===== config.mk =====
export PLATFORM = sky130hd
export DESIGN_NAME = audio_pwm_out
export DESIGN_NICKNAME = d
export VERILOG_FILES = /design/src/rtl/audio_pwm_out.sv
export SDC_FILE = /design/constraint.sdc
export NUM_CORES = 1
export LEC_CHECK = 0
export ABC_AREA = 1
export ABC_CLOCK_PERIOD_IN_PS = 3600
export CORE_MARGIN = 2
export CORE_UTILIZATION = 58
export CTS_CLUSTER_DIAMETER = 200
export DETAILED_ROUTE_END_ITERATION = 10
export PLACE_DENSITY = 0.79
export SETUP_SLACK_MARGIN = 0.05
export SLEW_MARGIN = 25
export SYNTH_ARGS = -nofsm -noshare
export SYNTH_HDL_FRONTEND = slang
export SYNTH_SLANG_ARGS = --single-unit

===== constraint.sdc =====
create_clock -name clk_in -period 3.6 [get_ports clk_in]
set_input_delay 0.72 -clock clk_in [delete_from_list [all_inputs] [get_ports clk_in]]
set_output_delay 0.72 -clock clk_in [all_outputs]
set_load 0.1 [all_outputs]

===== src/rtl/audio_pwm_out.sv =====
// ---------------------------------------------------------------------------
// audio_pwm_out
//   Audio output stage. Signed 8-bit samples arrive on a single-cycle strobe,
//   are scaled by a 4-bit volume (1/16 steps) and a soft-mute gain ramp, then
//   converted to an offset-binary duty value driving a 1-bit bitstream.
//
//   Optional build macro: AUDIO_SIGMA_DELTA_EN
//     undefined : 256-cycle PWM, duty latched at each counter wrap
//     defined   : first-order delta-sigma modulator, duty used directly
//
// Ports
//   clk_in           system clock
//   rst_in           asynchronous, active-low reset
//   sample_in        signed sample, captured when sample_valid_in is high
//   sample_valid_in  single-cycle sample strobe; also paces the gain ramp
//   enable_in        1 = play (ramp up), 0 = mute (ramp down)
//   volume_in        unsigned gain 0..15 in units of 1/16
//   pwm_out          registered audio bitstream
//   active_out       registered, high only while the ramp FSM is in ACTIVE
//
// Handshake: sample_valid_in is a one-cycle qualifier with no back-pressure;
// the block always accepts the sample presented with the strobe.
// ---------------------------------------------------------------------------
module audio_pwm_out #(
   parameter int RAMP_LOG2 = 6
) (
   input  logic       clk_in,
   input  logic       rst_in,
   input  logic [7:0] sample_in,
   input  logic       sample_valid_in,
   input  logic       enable_in,
   input  logic [3:0] volume_in,
   output logic       pwm_out,
   output logic       active_out
);

   localparam int GW = RAMP_LOG2 + 1;          // gain register width
   localparam int PW = 8 + GW + 1;             // S3 product width
   localparam logic [GW-1:0] GAIN_FULL = {1'b1, {RAMP_LOG2{1'b0}}};

   typedef enum logic [1:0] {MUTED, RAMP_UP, ACTIVE, RAMP_DOWN} state_t;

   state_t              state_q, state_d;
   logic [GW-1:0]       gain_q, gain_d;
   logic                active_q, active_d;

   logic signed [7:0]   hold_q;
   logic [GW-1:0]       gain_snap_q;
   logic                v1_q, v2_q;
   logic signed [7:0]   scaled_q, scaled_d;
   logic [7:0]          duty_pending_q, duty_pending_d;
   logic                pwm_q;

   logic signed [11:0]  prod2;
   logic signed [PW-1:0] prod3;
   logic signed [7:0]   ramped;

   // S2: 12-bit signed product; volume is zero-extended so it stays positive.
   assign prod2    = 12'(hold_q) * 12'($signed({1'b0, volume_in}));
   assign scaled_d = 8'(prod2 >>> 4);

   // S3: gain is the value snapshotted with the sample, i.e. pre-update.
   assign prod3          = PW'(scaled_q) * PW'($signed({1'b0, gain_snap_q}));
   assign ramped         = 8'(prod3 >>> RAMP_LOG2);
   assign duty_pending_d = {~ramped[7], ramped[6:0]};

   // Sample pipeline: each stage fires one cycle after the previous one.
   always_ff @(posedge clk_in or negedge rst_in) begin
      if (!rst_in) begin
         hold_q         <= '0;
         gain_snap_q    <= '0;
         v1_q           <= 1'b0;
         v2_q           <= 1'b0;
         scaled_q       <= '0;
         duty_pending_q <= 8'd128;
      end else begin
         v1_q <= sample_valid_in;
         v2_q <= v1_q;
         if (sample_valid_in) begin
            hold_q      <= sample_in;
            gain_snap_q <= gain_q;
         end
         if (v1_q) scaled_q       <= scaled_d;
         if (v2_q) duty_pending_q <= duty_pending_d;
      end
   end

   // Ramp FSM: direction follows enable_in every cycle, gain moves per strobe.
   always_comb begin
      state_d = state_q;
      gain_d  = gain_q;
      case (state_q)
         MUTED: begin
            gain_d = '0;
            if (enable_in) state_d = RAMP_UP;
         end
         RAMP_UP: begin
            if (!enable_in) begin
               state_d = RAMP_DOWN;
            end else if (gain_q >= GAIN_FULL) begin
               gain_d  = GAIN_FULL;
               state_d = ACTIVE;
            end else if (sample_valid_in) begin
               gain_d = gain_q + GW'(1);
               if (gain_q + GW'(1) == GAIN_FULL) state_d = ACTIVE;
            end
         end
         ACTIVE: begin
            gain_d = GAIN_FULL;
            if (!enable_in) state_d = RAMP_DOWN;
         end
         RAMP_DOWN: begin
            if (enable_in) begin
               state_d = RAMP_UP;
            end else if (gain_q == '0) begin
               state_d = MUTED;
            end else if (sample_valid_in) begin
               gain_d = gain_q - GW'(1);
               if (gain_q == GW'(1)) state_d = MUTED;
            end
         end
         default: begin
            state_d = MUTED;
            gain_d  = '0;
         end
      endcase
      active_d = (state_d == ACTIVE);
   end

   always_ff @(posedge clk_in or negedge rst_in) begin
      if (!rst_in) begin
         state_q  <= MUTED;
         gain_q   <= '0;
         active_q <= 1'b0;
      end else begin
         state_q  <= state_d;
         gain_q   <= gain_d;
         active_q <= active_d;
      end
   end

`ifdef AUDIO_SIGMA_DELTA_EN
   // First-order delta-sigma: the carry out of an 8-bit accumulator.
   logic [8:0] acc_q;

   always_ff @(posedge clk_in or negedge rst_in) begin
      if (!rst_in) begin
         acc_q <= '0;
         pwm_q <= 1'b0;
      end else begin
         acc_q <= {1'b0, acc_q[7:0]} + {1'b0, duty_pending_q};
         pwm_q <= acc_q[8];
      end
   end
`else
   // PWM: duty only changes at the wrap so no period is ever split.
   logic [7:0] cnt_q;
   logic [7:0] duty_active_q;

   always_ff @(posedge clk_in or negedge rst_in) begin
      if (!rst_in) begin
         cnt_q         <= '0;
         duty_active_q <= 8'd128;
         pwm_q         <= 1'b0;
      end else begin
         cnt_q <= cnt_q + 8'd1;
         if (cnt_q == 8'hFF) duty_active_q <= duty_pending_q;
         pwm_q <= (cnt_q < duty_active_q);
      end
   end
`endif

   assign pwm_out    = pwm_q;
   assign active_out = active_q;

endmodule


; ---- Word-level counts from Yosys, hierarchy flattened
; Cells that the tools add are included.
[word_totals]
ff_bits = 60
input_bits = 16
wordCells = 53
[op_classes]
add_sub_neg = 3
n_mul = 2
order_cmp = 2
n_eq_ne = 12
n_mux = 18
bitwise_logic = 1
n_reduce_logical = 3
[ops]
columns = operator, count
row1 = two-way mux 7 bit, 6
row2 = one-hot mux 7 bit (4 select lines), 1
row3 = two-way mux 2 bit, 10
row4 = multiplier 8 x 8 -> 14 bit, 1
row5 = multiplier 8 x 5 -> 12 bit, 1
row6 = "adder 8 x 1 -> 8 bit, second input constant", 1
row7 = "equality test 8 bit, second input constant", 1
row8 = < comparator 8 bit, 1
row9 = "inequality test 2 bit, second input constant", 4
row10 = one-hot mux 2 bit (4 select lines), 1
row11 = "adder 7 x 1 -> 7 bit, second input constant", 1
row12 = "equality test 7 x 1 -> 1 bit, second input constant", 1
row13 = "equality test 7 bit, second input constant", 1
row14 = "greater-or-equal comparator 7 bit, second input constant", 1
row15 = zero test 7 bit, 1
row16 = "subtractor 7 x 1 -> 7 bit, second input constant", 1
row17 = "equality test 2 bit, second input constant", 3
row18 = AND reduction 5 bit, 1
row19 = "inequality test 3 bit, second input constant", 1
row20 = "equality test 2 x 1 -> 1 bit, second input constant", 1
row21 = zero test 2 bit, 1
row22 = NOT 1 bit, 1

; ---- Depth between registers and ports, before layout
[logic_depth]
depth_word = 8
mapped_depth = 23
ltp_nobuf = 22

; ---- Worst setup path after synthesis
; No wires, ideal clock.
[synth_timing]
path_type = register -> register
start = register gain_snap_q[2]
end = register duty_pending_q[6]
setup_ns = 0.117
arrival_ns = 3.858
required_ns = 3.483
path_slack_ns = -0.375
path_stages_with_launch = 18
path_cell_list = dfrtp_1 -> clkbuf_1 -> nand2_1 -> inv_1 -> fa_1 -> inv_1 -> fa_1 -> fa_1 -> fa_1 -> inv_1 -> ha_1 -> inv_1 -> nor3_1 -> o21ai_0 -> nand3_1 -> nand2_1 -> nand3_1 -> nand2_1
[synth_between]
elab_chain_cells = 1
[synth_lines]
columns = element, line_no
row1 = "start, declared", 48  ; logic [GW-1:0] gain_snap_q;
row2 = "start signal, assigned", 81  ; gain_snap_q <= gain_q;
row3 = multiplier 8 x 8 -> 14 bit, 63  ; assign prod3 = PW'(scaled_q) * PW'($signed({1'b0, gain_snap_q}));
row4 = "end signal, assigned", 84  ; if (v2_q) duty_pending_q <= duty_pending_d;
row5 = "end, declared", 51  ; logic [7:0] duty_pending_q, duty_pending_d;
; Every way passes these cells.
; A chain may end at the register's enable or synchronous reset.

; ---- Final worst setup path
[layout_timing]
start = register gain_snap_q[3]
end = register duty_pending_q[7]
[layout_between]
elab_chain_cells = 2
[layout_lines]
columns = element, line_no
row1 = multiplier 8 x 8 -> 14 bit, 63
row2 = NOT 1 bit, 65  ; assign duty_pending_d = {~ramped[7], ramped[6:0]};
; Every way passes these cells.

==> impl_metrics.env <==
export IMPL_period_minus_slack_ns=3.871
export IMPL_ys_warn_count=0
export IMPL_p_total_w=0.006465
export IMPL_post_drt_wl_per_cell_um=13.24
export IMPL_skew_ns=0.01005
export IMPL_hold_slack_ns=0.4688
export IMPL_drcViolationCount=0
export IMPL_cts_buffers=9
export IMPL_cts_tree="built"
export IMPL_dp_hpwl_um=10820
export IMPL_fin_cells=1073
export IMPL_grt_pass1_wl_um=24450
export IMPL_multiInputGateArea_um2=4268
export IMPL_worstMarginPinSlew_ns=0.9723
export IMPL_synth_seq_cells=60
export IMPL_place_congestion=0.9068
export IMPL_min_path_type="flip-flop to flip-flop"
export IMPL_num_rows=37
export IMPL_rsz0062_at_grt="yes"
export IMPL_clkTransAtPathRegs_ns=0.07
export IMPL_drt_pass1_iter_count=5
export IMPL_fillers=714
export IMPL_htreeDepth=3
export IMPL_dp_cells=1048
export IMPL_vias_per_cell=5.122
export IMPL_timing_setup_tns_ns=-1.379
export IMPL_p_leak_nw=4.303
export IMPL_grt_max_degree=42
export IMPL_initial_core_util_pct=60.21
export IMPL_fin_nets=1059
export IMPL_final_cell_mix="nand2_1, inv_1, buf_4"
export IMPL_synthArstFlopShare_pct=100.0
export IMPL_cp_arrival_ns=4.16
export IMPL_max_freq_mhz=258.3
export IMPL_drv_cap=0
export IMPL_grt_usage_pct=26.19
export IMPL_clockBufferDepth=2
export IMPL_violations="negative setup slack"
export IMPL_clockRootBuffer="clkbuf_8"
export IMPL_core_area_um2=10370
export IMPL_netlist_area_um2=6243
export IMPL_ys_flop_type="dfrtp_1"
export IMPL_maxSlewViolCount=0
export IMPL_vias=5496
export IMPL_timing_final_crit_share_pct=107.5
export IMPL_routed_wl_um=14200
export IMPL_grt_pass1_vias=5748
export IMPL_grt_overflow_total=0
export IMPL_die_height_um=107.8
export IMPL_critPathLaunchType="flip-flop"
export IMPL_io_pins=18
export IMPL_yosysSeqAreaShare_pct=24.09
export IMPL_postSynthAreaPerCell_um2=7.260
export IMPL_die_width_um=107.8
export IMPL_layout_setup_ws_ns=-0.2711
export IMPL_p_per_area_nw_per_um2=847.3
export IMPL_grt_antenna_before_repair=0
export IMPL_peakVddDrop_v=0.0007545
export IMPL_diodes=0
export IMPL_io_buffers=17
export IMPL_drtAntennaViolNets=0
export IMPL_die_area_um2=11610
export IMPL_clk_latency_ns=0.35
export IMPL_crit_fanout=6
export IMPL_slew_headroom_pct=34.98
export IMPL_synth_nets=987
export IMPL_drt_iter0_markers=298
export IMPL_cts_sinks=60
export IMPL_synth_cell_types=38
export IMPL_synth_edf_count=0
export IMPL_seq_area_um2=1510
export IMPL_final_hold_viol_count=0
export IMPL_layout_commonest_cell="nand2_1"
export IMPL_end_kind="flip-flop"
export IMPL_area_growth_pct=22.20
export IMPL_cp_required_ns=3.89
export IMPL_synthCells=860
export IMPL_criticalPathCategory="flip-flop to flip-flop"
export IMPL_setup_viol=7
export IMPL_layout_drive_gt1_share_pct=20.06
export IMPL_status="finished with violations"
==> report_power, final <==
group	internal, W	leakage (nW)	switching (W)
combinational	0.00215	3.46	0.00264
clock	0.000320	0.0927	0.000288
sequential	0.000849	0.746	0.000226
==> cell usage after synthesis, types with 2 or more instances <==
| cell | number | area [um2] |
|---|---|---|
| or2_2 | 2 | 12.51 |
| o21ai_1 | 8 | 40.04 |
| xor2_1 | 10 | 87.58 |
| xnor2_1 | 6 | 52.55 |
| o21ai_0 | 27 | 135.1 |
| a21oi_1 | 31 | 155.2 |
| nand2_1 | 256 | 960.9 |
| fa_1 | 55 | 1101 |
| nand4_1 | 6 | 37.54 |
| clkinv_1 | 3 | 11.26 |
| inv_1 | 207 | 777.0 |
| nor2_1 | 36 | 135.1 |
| nand2_2 | 5 | 31.28 |
| nand3_1 | 41 | 205.2 |
| a31oi_1 | 3 | 18.77 |
| dfstp_2 | 2 | 52.55 |
| dfrtp_1 | 58 | 1451 |
| clkbuf_1 | 13 | 48.80 |
| buf_2 | 8 | 40.04 |
| o22ai_1 | 2 | 12.51 |
| nor2_2 | 5 | 31.28 |
| ha_1 | 56 | 700.7 |
| nor3_1 | 3 | 15.01 |
| buf_4 | 3 | 22.52 |
==> final timing paths <==
path | startpoint | to | slack, ns | cells past startpoint
max reg2reg | gain_snap_q[3] | duty_pending_q[7] | -0.27 | 18
min in group asynchronous | rst_in | duty_active_q[3] | 0.51 | 1
min reg2reg | duty_pending_q[7] | duty_pending_q[7] | 0.47 | 2
max in group asynchronous | rst_in | scaled_q[5] | 2.27 | 2
max | gain_snap_q[3] | duty_pending_q[7] | -0.27 | 18
min | duty_pending_q[7] | duty_pending_q[7] | 0.47 | 2
==> logic make-up after synthesis <==
logic type               Yosys count  share of synthesized area, %
AO/OA/AOI/OAI                     77                         6.533
XOR/XNOR                          16                         2.244
adder cells (fa/ha/maj)          111                         28.86
buffers and inverters            236                         14.69
flip-flops                        60                         24.09
AND/OR/NAND/NOR                  360                         23.59
==> critical path: stages (launching register included) <==
cell,delay [ns]
dfrtp_2,0.44
nand2_2,0.09
buf_4,0.14
inv_1,0.06
fa_2,0.46
fa_1,0.50
inv_1,0.05
fa_1,0.51
fa_1,0.51
inv_1,0.07
ha_4,0.25
a21oi_2,0.12
o21a_1,0.12
nand2_1,0.06
nor2_2,0.13
inv_1,0.06
nand2_1,0.07
nand3_2,0.08
nand2_1,0.08
==> sequential cells by signal, indices dropped and copies added, names as in the netlist <==
name,count
cnt_q,8
duty_active_q,8
duty_pending_q,8
hold_q,8
scaled_q,8
gain_q,7
gain_snap_q,7
state_q,2
active_out,1
pwm_out,1
v1_q,1
v2_q,1
==> per-stage QoR <==
step / area, um2 / setup WS [ns] / utilization (%)
3_3_place_gp: 7053 / -0.3711 / 68.01
3_5_place_dp: 7053 / -0.5382 / 68.01
4_1_cts: 7458 / -0.2632 / 71.92
2_1_floorplan: 6467 / -0.05020 / -
6_report: 7630 / -0.2711 / 73.58
5_1_grt: 7630 / -0.4224 / 73.58
==> per-layer routing <==
layer,track usage (%),vias to the layer above,wire (um)
li1,-,2704,-
met1,31.22,2639,6083
met2,47.89,122,7359
met3,4.358,31,469
met4,8.425,0,293
met5,0,-,0
==> layout make-up <==
type	count	area share, %
timing repair buffer	86	9.118
tap	136	2.230
clock inverter	6	0.8363
sequential	60	19.79
inverter	211	10.41
multi-input combinational	564	55.94
clock buffer	10	1.673
==> what timing repair did <==
item,in CTS,in global routing
endpoints found under the setup margin,14,13
hold buffers,0,0
pin swaps,39,29
buffers inserted,7,2
gates resized for setup,43,45
No activity file was read; power rests on OpenSTA's default activity.
